`src/rtl/program_feeder.sv`:
```
// Sequential program source for the pratica2 din/run/done handshake, with a WAIT watchdog.
// Optional FEEDER_STEP_EN adds a `step` input that gates each NEXT->ISSUE/FIN advance.
module program_feeder #(
    parameter int DATA_W  = 16,
    parameter int ADDR_W  = 4,
    parameter int TIMEOUT = 64
) (
    input  logic              clock,
    input  logic              resetn,
    input  logic              load_we,
    input  logic [ADDR_W-1:0] load_addr,
    input  logic [DATA_W-1:0] load_data,
    input  logic [ADDR_W:0]   prog_len,
    input  logic              start,
    input  logic              abort,
    input  logic              done,
`ifdef FEEDER_STEP_EN
    input  logic              step,
`endif
    output logic [DATA_W-1:0] din,
    output logic              run,
    output logic              busy,
    output logic              finished,
    output logic              error,
    output logic [ADDR_W-1:0] ptr
);

    localparam int              TW    = $clog2(TIMEOUT);
    localparam logic [TW-1:0]   TMAX  = TW'(TIMEOUT - 1);
    localparam logic [ADDR_W:0] DEPTH = {1'b1, {ADDR_W{1'b0}}};
    localparam logic [ADDR_W-1:0] A0  = '0;

    typedef enum logic [2:0] {
        S_IDLE,
        S_ISSUE,
        S_WAIT,
        S_NEXT,
        S_FIN,
        S_ERR
    } state_t;

    state_t              r_state;
    logic [DATA_W-1:0]   r_din;
    logic                r_run;
    logic [ADDR_W-1:0]   r_ptr;
    logic                r_busy;
    logic                r_fin;
    logic                r_err;
    logic [TW-1:0]       r_timer;
    logic [ADDR_W:0]     r_len;
    logic [DATA_W-1:0]   r_mem [2**ADDR_W];

    state_t              w_state_nxt;
    logic [DATA_W-1:0]   w_din_nxt;
    logic                w_run_nxt;
    logic [ADDR_W-1:0]   w_ptr_nxt;
    logic [TW-1:0]       w_timer_nxt;
    logic [ADDR_W:0]     w_len_nxt;
    logic                w_busy_nxt;
    logic                w_fin_nxt;
    logic                w_err_nxt;
    logic                w_loadable;
    logic                w_start_ok;
    logic                w_last;
    logic                w_step_ok;
    logic [ADDR_W-1:0]   w_ptr_inc;
    logic [ADDR_W:0]     w_len_clamp;

`ifdef FEEDER_STEP_EN
    assign w_step_ok = step;
`else
    assign w_step_ok = 1'b1;
`endif

    assign w_loadable  = (r_state == S_IDLE) || (r_state == S_FIN) || (r_state == S_ERR);
    assign w_start_ok  = start && (prog_len != '0);
    // Oversized lengths are clamped so the pointer can never wrap past the last word.
    assign w_len_clamp = (prog_len > DEPTH) ? DEPTH : prog_len;
    assign w_ptr_inc   = r_ptr + 1'b1;
    assign w_last      = ({1'b0, r_ptr} == (r_len - 1'b1));

    // Program memory: no reset, writable only while the sequencer is parked.
    always_ff @(posedge clock) begin
        if (load_we && w_loadable) begin
            r_mem[load_addr] <= load_data;
        end
    end

    always_comb begin
        w_state_nxt = r_state;
        w_din_nxt   = r_din;
        w_run_nxt   = 1'b0;
        w_ptr_nxt   = r_ptr;
        w_timer_nxt = r_timer;
        w_len_nxt   = r_len;
        if (abort) begin
            w_state_nxt = S_IDLE;
        end else begin
            case (r_state)
                S_IDLE, S_FIN, S_ERR: begin
                    if (w_start_ok) begin
                        w_len_nxt   = w_len_clamp;
                        w_ptr_nxt   = '0;
                        w_din_nxt   = r_mem[A0];
                        w_run_nxt   = 1'b1;
                        w_state_nxt = S_ISSUE;
                    end
                end
                S_ISSUE: begin
                    w_timer_nxt = '0;
                    w_state_nxt = S_WAIT;
                end
                S_WAIT: begin
                    // Watchdog fires on the TIMEOUT-th WAIT cycle without done.
                    if (done) begin
                        w_state_nxt = S_NEXT;
                    end else if (r_timer == TMAX) begin
                        w_state_nxt = S_ERR;
                    end else begin
                        w_timer_nxt = r_timer + 1'b1;
                    end
                end
                S_NEXT: begin
                    if (w_step_ok) begin
                        if (w_last) begin
                            w_state_nxt = S_FIN;
                        end else begin
                            w_ptr_nxt   = w_ptr_inc;
                            w_din_nxt   = r_mem[w_ptr_inc];
                            w_run_nxt   = 1'b1;
                            w_state_nxt = S_ISSUE;
                        end
                    end
                end
                default: w_state_nxt = S_IDLE;
            endcase
        end
        w_busy_nxt = (w_state_nxt == S_ISSUE) || (w_state_nxt == S_WAIT) ||
                     (w_state_nxt == S_NEXT);
        w_fin_nxt  = (w_state_nxt == S_FIN);
        w_err_nxt  = (w_state_nxt == S_ERR);
    end

    always_ff @(posedge clock or negedge resetn) begin
        if (!resetn) begin
            r_state <= S_IDLE;
            r_din   <= '0;
            r_run   <= 1'b0;
            r_ptr   <= '0;
            r_busy  <= 1'b0;
            r_fin   <= 1'b0;
            r_err   <= 1'b0;
            r_timer <= '0;
            r_len   <= '0;
        end else begin
            r_state <= w_state_nxt;
            r_din   <= w_din_nxt;
            r_run   <= w_run_nxt;
            r_ptr   <= w_ptr_nxt;
            r_busy  <= w_busy_nxt;
            r_fin   <= w_fin_nxt;
            r_err   <= w_err_nxt;
            r_timer <= w_timer_nxt;
            r_len   <= w_len_nxt;
        end
    end

    assign din      = r_din;
    assign run      = r_run;
    assign busy     = r_busy;
    assign finished = r_fin;
    assign error    = r_err;
    assign ptr      = r_ptr;

endmodule

```
`config.mk`:
```
export PLATFORM = sky130hd
export DESIGN_NAME = program_feeder
export DESIGN_NICKNAME = d
export VERILOG_FILES = /design/src/rtl/program_feeder.sv
export SDC_FILE = /design/constraint.sdc
export NUM_CORES = 1
export LEC_CHECK = 0
export ABC_CLOCK_PERIOD_IN_PS = 4400
export CAP_MARGIN = 20
export CORE_MARGIN = 2
export CORE_UTILIZATION = 45
export CTS_BUF_LIST = sky130_fd_sc_hd__clkbuf_16
export DETAILED_ROUTE_END_ITERATION = 10
export GPL_TIMING_DRIVEN = 0
export PLACE_DENSITY = 0.61
export REMOVE_ABC_BUFFERS = 1
export SYNTH_ARGS = -nofsm -noshare
export SYNTH_HDL_FRONTEND = slang
export SYNTH_SLANG_ARGS = --single-unit
export TNS_END_PERCENT = 30
```
`constraint.sdc`:
```
create_clock -name clock -period 4.4 [get_ports clock]
set_clock_uncertainty 0.05 [all_clocks]
set_input_delay 1.32 -clock clock [delete_from_list [all_inputs] [get_ports clock]]
set_output_delay 1.32 -clock clock [all_outputs]
set_load 0.02 [all_outputs]
```
==> impl_metrics.csv, run 1 <==
group,metric,value,unit
placement,port_buffers,54,
min_path,holdPathStages,1,
sta,fmax,250.9,MHz
min_path,hp-class,"register to register",
cts,cts_buffer_depth,3,
floorplanning,die_y,167.2,um
finish,multi_input_area,3226,um2
outcome,status,"finished, violations left",
sta,worstMarginPinSlew,1032,ps
detailed_routing,num_vias,6178,
critical_path,reg2reg_depth,7,
logic_synthesis,synth_warnings,0,
critical_path,r2r_slack,1150,ps
min_path,hp-start,"din[1]$_DFFE_PN0P_",
logic_synthesis,yosysMostFrequentCell,"edfxtp_1",
sta,finalWorstPathRequiredPeriod,3985,ps
cts,clock-sinks,294,
global_routing,grt_start_max_net_pins,42,
critical_path,reg2reg_to,"din[14]$_DFFE_PN0P_",
logic_synthesis,ys.flop_type,"edfxtp_1",
floorplanning,dieArea,27950,um2
placement,hpwl,16.55,mm
cts,root_buffer,"clkbuf_16",
sta,slew_headroom,31.23,%
logic_synthesis,syn_inst,615,
critical_path,worst_ep_required_time,3030,ps
critical_path,cp-end-kind,"output pin",
logic_synthesis,syn-cell-area,11980,um2
cts,clkTransAtPathRegs,60,ps
finish,fin_area,14390,um2
detailed_routing,routed_via_density,5.828,
logic_synthesis,synth.area.top_cells,"edfxtp_1 64%, mux4_2 12%, dfrtp_1 7.9%",
outcome,violations,"design-rule violations",
sta,post-route-period-util,90.57,%
logic_synthesis,synthDistinctLibCells,49,
critical_path,critPathMaxFanout,41,
global_routing,grt_pass1_vias,6413,
sta,rsz0062_at_grt,"no",
logic_synthesis,synth-edff-count,256,
cts,clk-insertion-delay-late,570,ps
global_routing,grt_pass1_wl,38.94,mm
cts,post_cts_resized,0,
logic_synthesis,async_reset_ff_share,12.93,%
critical_path,arrival,2620,ps
global_routing,grtUsageTotal,18.80,%
floorplanning,fp-row-count,59,
pwr,p_leak,4.717,nW
pwr,report.power.total,7.387,mW
detailed_routing,drc,5,
logic_synthesis,synth_top_area_share,64.15,%
flow_run,maxCapViolCount,0,
min_path,whs_endpoint,"din[1]$_DFFE_PN0P_",
finish,syn_to_final_growth,20.06,%
global_routing,gr-total-overflow,0,
detailed_routing,first_pass_iters,10,
logic_synthesis,ys_ff_latch,294,
logic_synthesis,netlist_top_cells_count,"256 x edfxtp_1, 64 x mux4_2, 39 x nor3_1",
finish,final.fill_count,2021,
detailed_routing,ant_nets,0,
logic_synthesis,syn_area_per_cell,19.48,um2
placement,place.gp.congestion,0.8204,
logic_synthesis,ys_seq_area_share,72.09,%
cts,ctsHoldBuffers,0,
sta,setup_viol,0,
cts,post-cts-setup-buffer-count,0,
finish,drive_gt1_share,25.66,%
placement,placed_cells,1004,
sta,slew_viol_final,0,
finish,nNetsFinal,735,
sta,hold_violations,0,
pwr,irDropWorstVdd,0.0004548,V
detailed_routing,drt-wirelength-per-cell,24.64,um
cts,cts_buffers,30,
critical_path,reg2reg_from,"ptr[0]$_DFFE_PN0P_",
floorplanning,dieWidth,167.2,um
placement,place_area,13370,um2
critical_path,cp-start-kind,"register",
logic_synthesis,synth_top_area_cell,"edfxtp_1",
finish,fin_cells,1060,
finish,ff_latch_area,8642,um2
detailed_routing,routed_wl,26.12,mm
critical_path,critical_path_class,"register to output pin",
finish,final_util,55.05,%
floorplanning,start_util,45.85,%
global_routing,antenna_found_initial,0,
finish,insertedDiodeCount,0,
floorplanning,ios,55,
cts,cts_tree,"built",
detailed_routing,drtIter0Drc,645,
cts,cts_max_level,1,
floorplanning,core-area,26130,um2
pwr,cellPowerDensity,513.5,nW/um2
area by class of cell:
class / count / share of cell area (%)
Sequential cell: 294 / 60.07
Multi-Input combinational cell: 283 / 22.42
Clock buffer: 30 / 5.218
Timing Repair Buffer: 83 / 7.314
Tap cell: 335 / 2.914
Clock inverter: 26 / 1.826
Inverter: 9 / 0.2348
cell families after synthesis:
logic type                 synth area share, %
and+or+nand+nor                          4.688
DFF                                      72.09
xor gates and xnor gates                0.5848
muxes                                    17.11
adders and majority gates               0.3133
buffers and inverters                    1.838
AOI/OAI and AO/OA                        3.373
registers in the layout (all words and copies together), names as in the netlist:
| signal | count |
|---|---|
| busy | 1 |
| din | 16 |
| error | 1 |
| finished | 1 |
| ptr | 4 |
| r_len | 5 |
| r_mem | 256 |
| r_state | 3 |
| r_timer | 6 |
| run | 1 |
per-layer routing:
| layer | up-vias | GRT usage [%] | wire length, um |
|---|---|---|---|
| li1 | 2694 | - | - |
| met1 | 3216 | 27.21 | 11730 |
| met2 | 215 | 30.02 | 12270 |
| met3 | 53 | 3.073 | 1435 |
| met4 | 0 | 5.142 | 682 |
| met5 | - | 0 | 0 |
critical path, stage by stage, from the launching register on:
cell	delay [ps]
dfrtp_4	1030
buf_16	310
clkdlybuf4s50_1	670
power breakdown:
group          switching (mW)  internal (mW)
clock network            1.03           1.53
registers               0.169           3.19
logic                   0.668          0.803
total                    1.87           5.52
cells in the final DEF, fill, tap and decap left out, types with 5 or more instances in the layout:
cell	count
mux4_2	64
o21ai_0	8
clkinv_1	6
nor2_1	10
clkbuf_16	30
clkinv_2	6
buf_8	11
mux2i_1	35
dfrtp_1	37
mux2_4	15
nor3_1	35
a211o_1	17
buf_6	7
nand2_1	14
nor2_2	11
clkdlybuf4s50_1	53
nand2b_1	12
inv_1	17
buf_16	7
edfxtp_1	256
bufinv_16	5
stage by stage:
step	setup TNS [ps]	setup slack, ps	hold WS, ps
finish	0	414.8	464.4
floorplan	-35380	-2097	422.8
CTS	0	337.1	470.7
detailed placement	0	118.5	448.6
global route	0	232.1	479.3
global placement	-166620	-5094	445.2
worst max-delay path by stage:
stage / start / to / cells after the start
2_1_floorplan: ptr[0]$_DFFE_PN0P_ / din[0]$_DFFE_PN0P_ / 6
3_3_place_gp: ptr[0]$_DFFE_PN0P_ / din[14]$_DFFE_PN0P_ / 6
3_5_place_dp: abort / din[10]$_DFFE_PN0P_ / 8
4_1_cts: ptr[0]$_DFFE_PN0P_ / ptr[0] / 2
5_1_grt: ptr[0]$_DFFE_PN0P_ / ptr[0] / 2
6_report: ptr[0]$_DFFE_PN0P_ / ptr[0] / 2
No activity file was read; power rests on OpenSTA's default activity.
==> run 2: changes to the inputs <==
--- a/config.mk
+++ b/config.mk
@@ -12,7 +12,6 @@
 export CTS_BUF_LIST = sky130_fd_sc_hd__clkbuf_16
 export DETAILED_ROUTE_END_ITERATION = 10
 export GPL_TIMING_DRIVEN = 0
-export PLACE_DENSITY = 0.61
 export REMOVE_ABC_BUFFERS = 1
 export SYNTH_ARGS = -nofsm -noshare
 export SYNTH_HDL_FRONTEND = slang
==> run 2 against run 1 <==
  * The flow still finishes with violations (design-rule violations)
  * Sequential share of layout area shrank 0.21 points
  * Global-route usage is 0.46 points lower
  * Utilization up 0.19 points
  * Combinational power barely moved
  * Via count fell by 1.8%
==> impl_metrics.csv, run 2 (same netlist as run 1, synthesis figures left out) <==
group,metric,value,unit
min_path,hp-class,"register to register",
pwr,pwr-share-comb,19.9,%
cts,cts_max_level,1,
finish,final_cell_mix,"256 x edfxtp_1, 64 x mux4_2, 53 x clkdlybuf4s50_1, 37 x dfrtp_1",
cts,post_cts_resized,0,
cts,cts_buffers,31,
sta,finalWorstPathRequiredPeriod,3640,ps
pwr,cellPowerDensity,517.6,nW/um2
cts,cts_buffer_depth,3,
global_routing,grtUsageTotal,18.34,%
cts,clock-sinks,294,
outcome,violations,"design-rule violations",
finish,regMostFlops,"r_mem",
pwr,irDropWorstVdd,0.0003524,V
finish,largest_reg_flops,256,
placement,place.gp.congestion,0.8535,
pwr,switching_share,24.76,%
finish,fin_area,14440,um2
floorplanning,core-area,26130,um2
finish,insertedDiodeCount,0,
sta,hold_violations,0,
finish,drive_gt1_share,26.41,%
detailed_routing,routed_wl,25.22,mm
cts,ctsHoldBuffers,0,
cts,post-cts-setup-buffer-count,0,
pwr,p_seq_share,44.5,%
cts,clkTransAtPathRegs,60,ps
critical_path,crit_slowest_cell,"a2111oi_4",
critical_path,cp-start-kind,"input port",
floorplanning,dieWidth,167.2,um
pwr,p_leak,4.728,nW
sta,worstMarginPinSlew,835.6,ps
pwr,power_frac_clock,35.6,%
critical_path,cp-end-kind,"register",
floorplanning,ios,55,
critical_path,slowest_delay,680,ps
flow_run,maxCapViolCount,0,
global_routing,grt_start_max_net_pins,50,
critical_path,critical_path_class,"input port to register",
pwr,p_sw,1.850,mW
critical_path,arrival,4010,ps
detailed_routing,ant_nets,0,
cts,clk-insertion-delay-late,540,ps
cts,cts_tree,"built",
critical_path,worst_ep_required_time,4770,ps
detailed_routing,drt-wirelength-per-cell,23.75,um
cts,root_buffer,"clkbuf_16",
global_routing,grt_pass1_vias,6425,
detailed_routing,first_pass_iters,8,
detailed_routing,drtIter0Drc,620,
critical_path,reg2reg_from,"ptr[0]$_DFFE_PN0P_",
critical_path,reg2reg_to,"din[4]$_DFFE_PN0P_",
pwr,internal_power,5.623,mW
floorplanning,die_y,167.2,um
critical_path,reg2reg_depth,8,
placement,place_area,13350,um2
finish,final_common_cell,"edfxtp_1",
global_routing,gr-total-overflow,0,
outcome,status,"finished, violations left",
critical_path,crit_end,"din[13]$_DFFE_PN0P_",
detailed_routing,drc,7,
floorplanning,dieArea,27950,um2
sta,post-route-period-util,82.72,%
floorplanning,start_util,45.85,%
global_routing,antenna_found_initial,0,
floorplanning,fp-row-count,59,
sta,rsz0062_at_grt,"no",
placement,port_buffers,54,
finish,final_util,55.24,%
detailed_routing,routed_via_density,5.710,
detailed_routing,num_vias,6064,
critical_path,critPathMaxFanout,9,
finish,nNetsFinal,737,
sta,fmax,274.7,MHz
critical_path,crit_path_start,"abort",
finish,syn_to_final_growth,20.48,%
min_path,hp-start,"din[10]$_DFFE_PN0P_",
placement,hpwl,16.56,mm
sta,slew_viol_final,0,
global_routing,grt_pass1_wl,38.65,mm
sta,slew_headroom,44.29,%
critical_path,cp_cell_sequence,"clkdlybuf4s50_1, nor2_1, nand3_1, o41a_1, inv_1, a2111oi_4, buf_6, mux2_4",
critical_path,r2r_slack,1300,ps
sta,setup_viol,0,
run 2: layout make-up:
cell class,count,area [um2]
clock buffer,31,775.7
clock inverter,26,286.5
fill,2001,11700
inverter,9,33.78
multi-input combinational,283,3221
sequential,294,8642
tap,335,419.2
timing repair buffer,84,1059
run 2: worst min-delay path by stage:
stage               slack, ps              endpoint  depth (start not counted)
floorplan                 420  r_len[1]$_DFFE_PN0P_                          2
finish                    460   din[10]$_DFFE_PN0P_                          1
global route              490    din[3]$_DFFE_PN0P_                          1
global placement          440    din[5]$_DFFE_PN0P_                          1
detailed placement        450    din[2]$_DFFE_PN0P_                          1
CTS                       470   din[10]$_DFFE_PN0P_                          1
run 2: power by group through the flow:
stage	sequential, mW	combinational [mW]	clock, mW
4_1_cts	3.33	1.51	2.71
3_3_place_gp	3.45	1.44	0
6_report	3.33	1.49	2.66
3_5_place_dp	3.39	1.50	0
2_1_floorplan	3.50	0.892	0
5_1_grt	3.35	1.60	2.83
run 2: critical path: cells and delay by family:
kind	cells	cell delay [ps]
AOI/OAI and AO/OA	2	1010
buffers and inverters	3	1000
and+or+nand+nor	2	340
muxes	1	320
run 2: per-layer routing:
metal	track usage [%]	routed length, um	up-vias
li1	-	-	2694
met2	29.39	12010	155
met5	0	0	-
met3	2.482	1227	30
met4	3.554	394	0
met1	27.47	11590	3185
run 2: metrics by stage:
step / worst slack, ps / total power [mW] / setup TNS, ps / hold slack [ps] / std cells
final: 760.1 / 7.473 / 0 / 459.7 / 1062
after floorplan: -2097 / 4.392 / -35380 / 422.8 / 586
after global routing: 672.5 / 7.779 / 0 / 491.5 / 1062
after detailed placement: 225.4 / 4.890 / 0 / 447.9 / 1004
after CTS: 772.4 / 7.549 / 0 / 466.3 / 1061
after global placement: -4890 / 4.890 / -149630 / 444.8 / 975
==> run 3: changes to the inputs <==
--- a/config.mk
+++ b/config.mk
@@ -5,7 +5,7 @@
 export SDC_FILE = /design/constraint.sdc
 export NUM_CORES = 1
 export LEC_CHECK = 0
-export ABC_CLOCK_PERIOD_IN_PS = 4400
+export ABC_CLOCK_PERIOD_IN_PS = 3500
 export CAP_MARGIN = 20
 export CORE_MARGIN = 2
 export CORE_UTILIZATION = 45
==> constraint.sdc (replaced) <==
create_clock -name clock -period 3.5 [get_ports clock]
set_clock_uncertainty 0.05 [all_clocks]
set_input_delay 1.05 -clock clock [delete_from_list [all_inputs] [get_ports clock]]
set_output_delay 1.05 -clock clock [all_outputs]
set_load 0.02 [all_outputs]
==> results of run 3 <==
The final DEF is identical to that of run 2. Status: finished, violations left: design-rule violations.
Main changes from that run: setup slack after placement 225.4 ps -> -404.6 ps; setup slack after layout 760.1 ps -> 130.1 ps; hold slack 459.7 ps -> 391.3 ps; register-to-register setup slack 1300 ps -> 400 ps; total power 7.473 mW -> 9.395 mW; worst IR drop on VDD 0.0003524 V -> 0.0004430 V
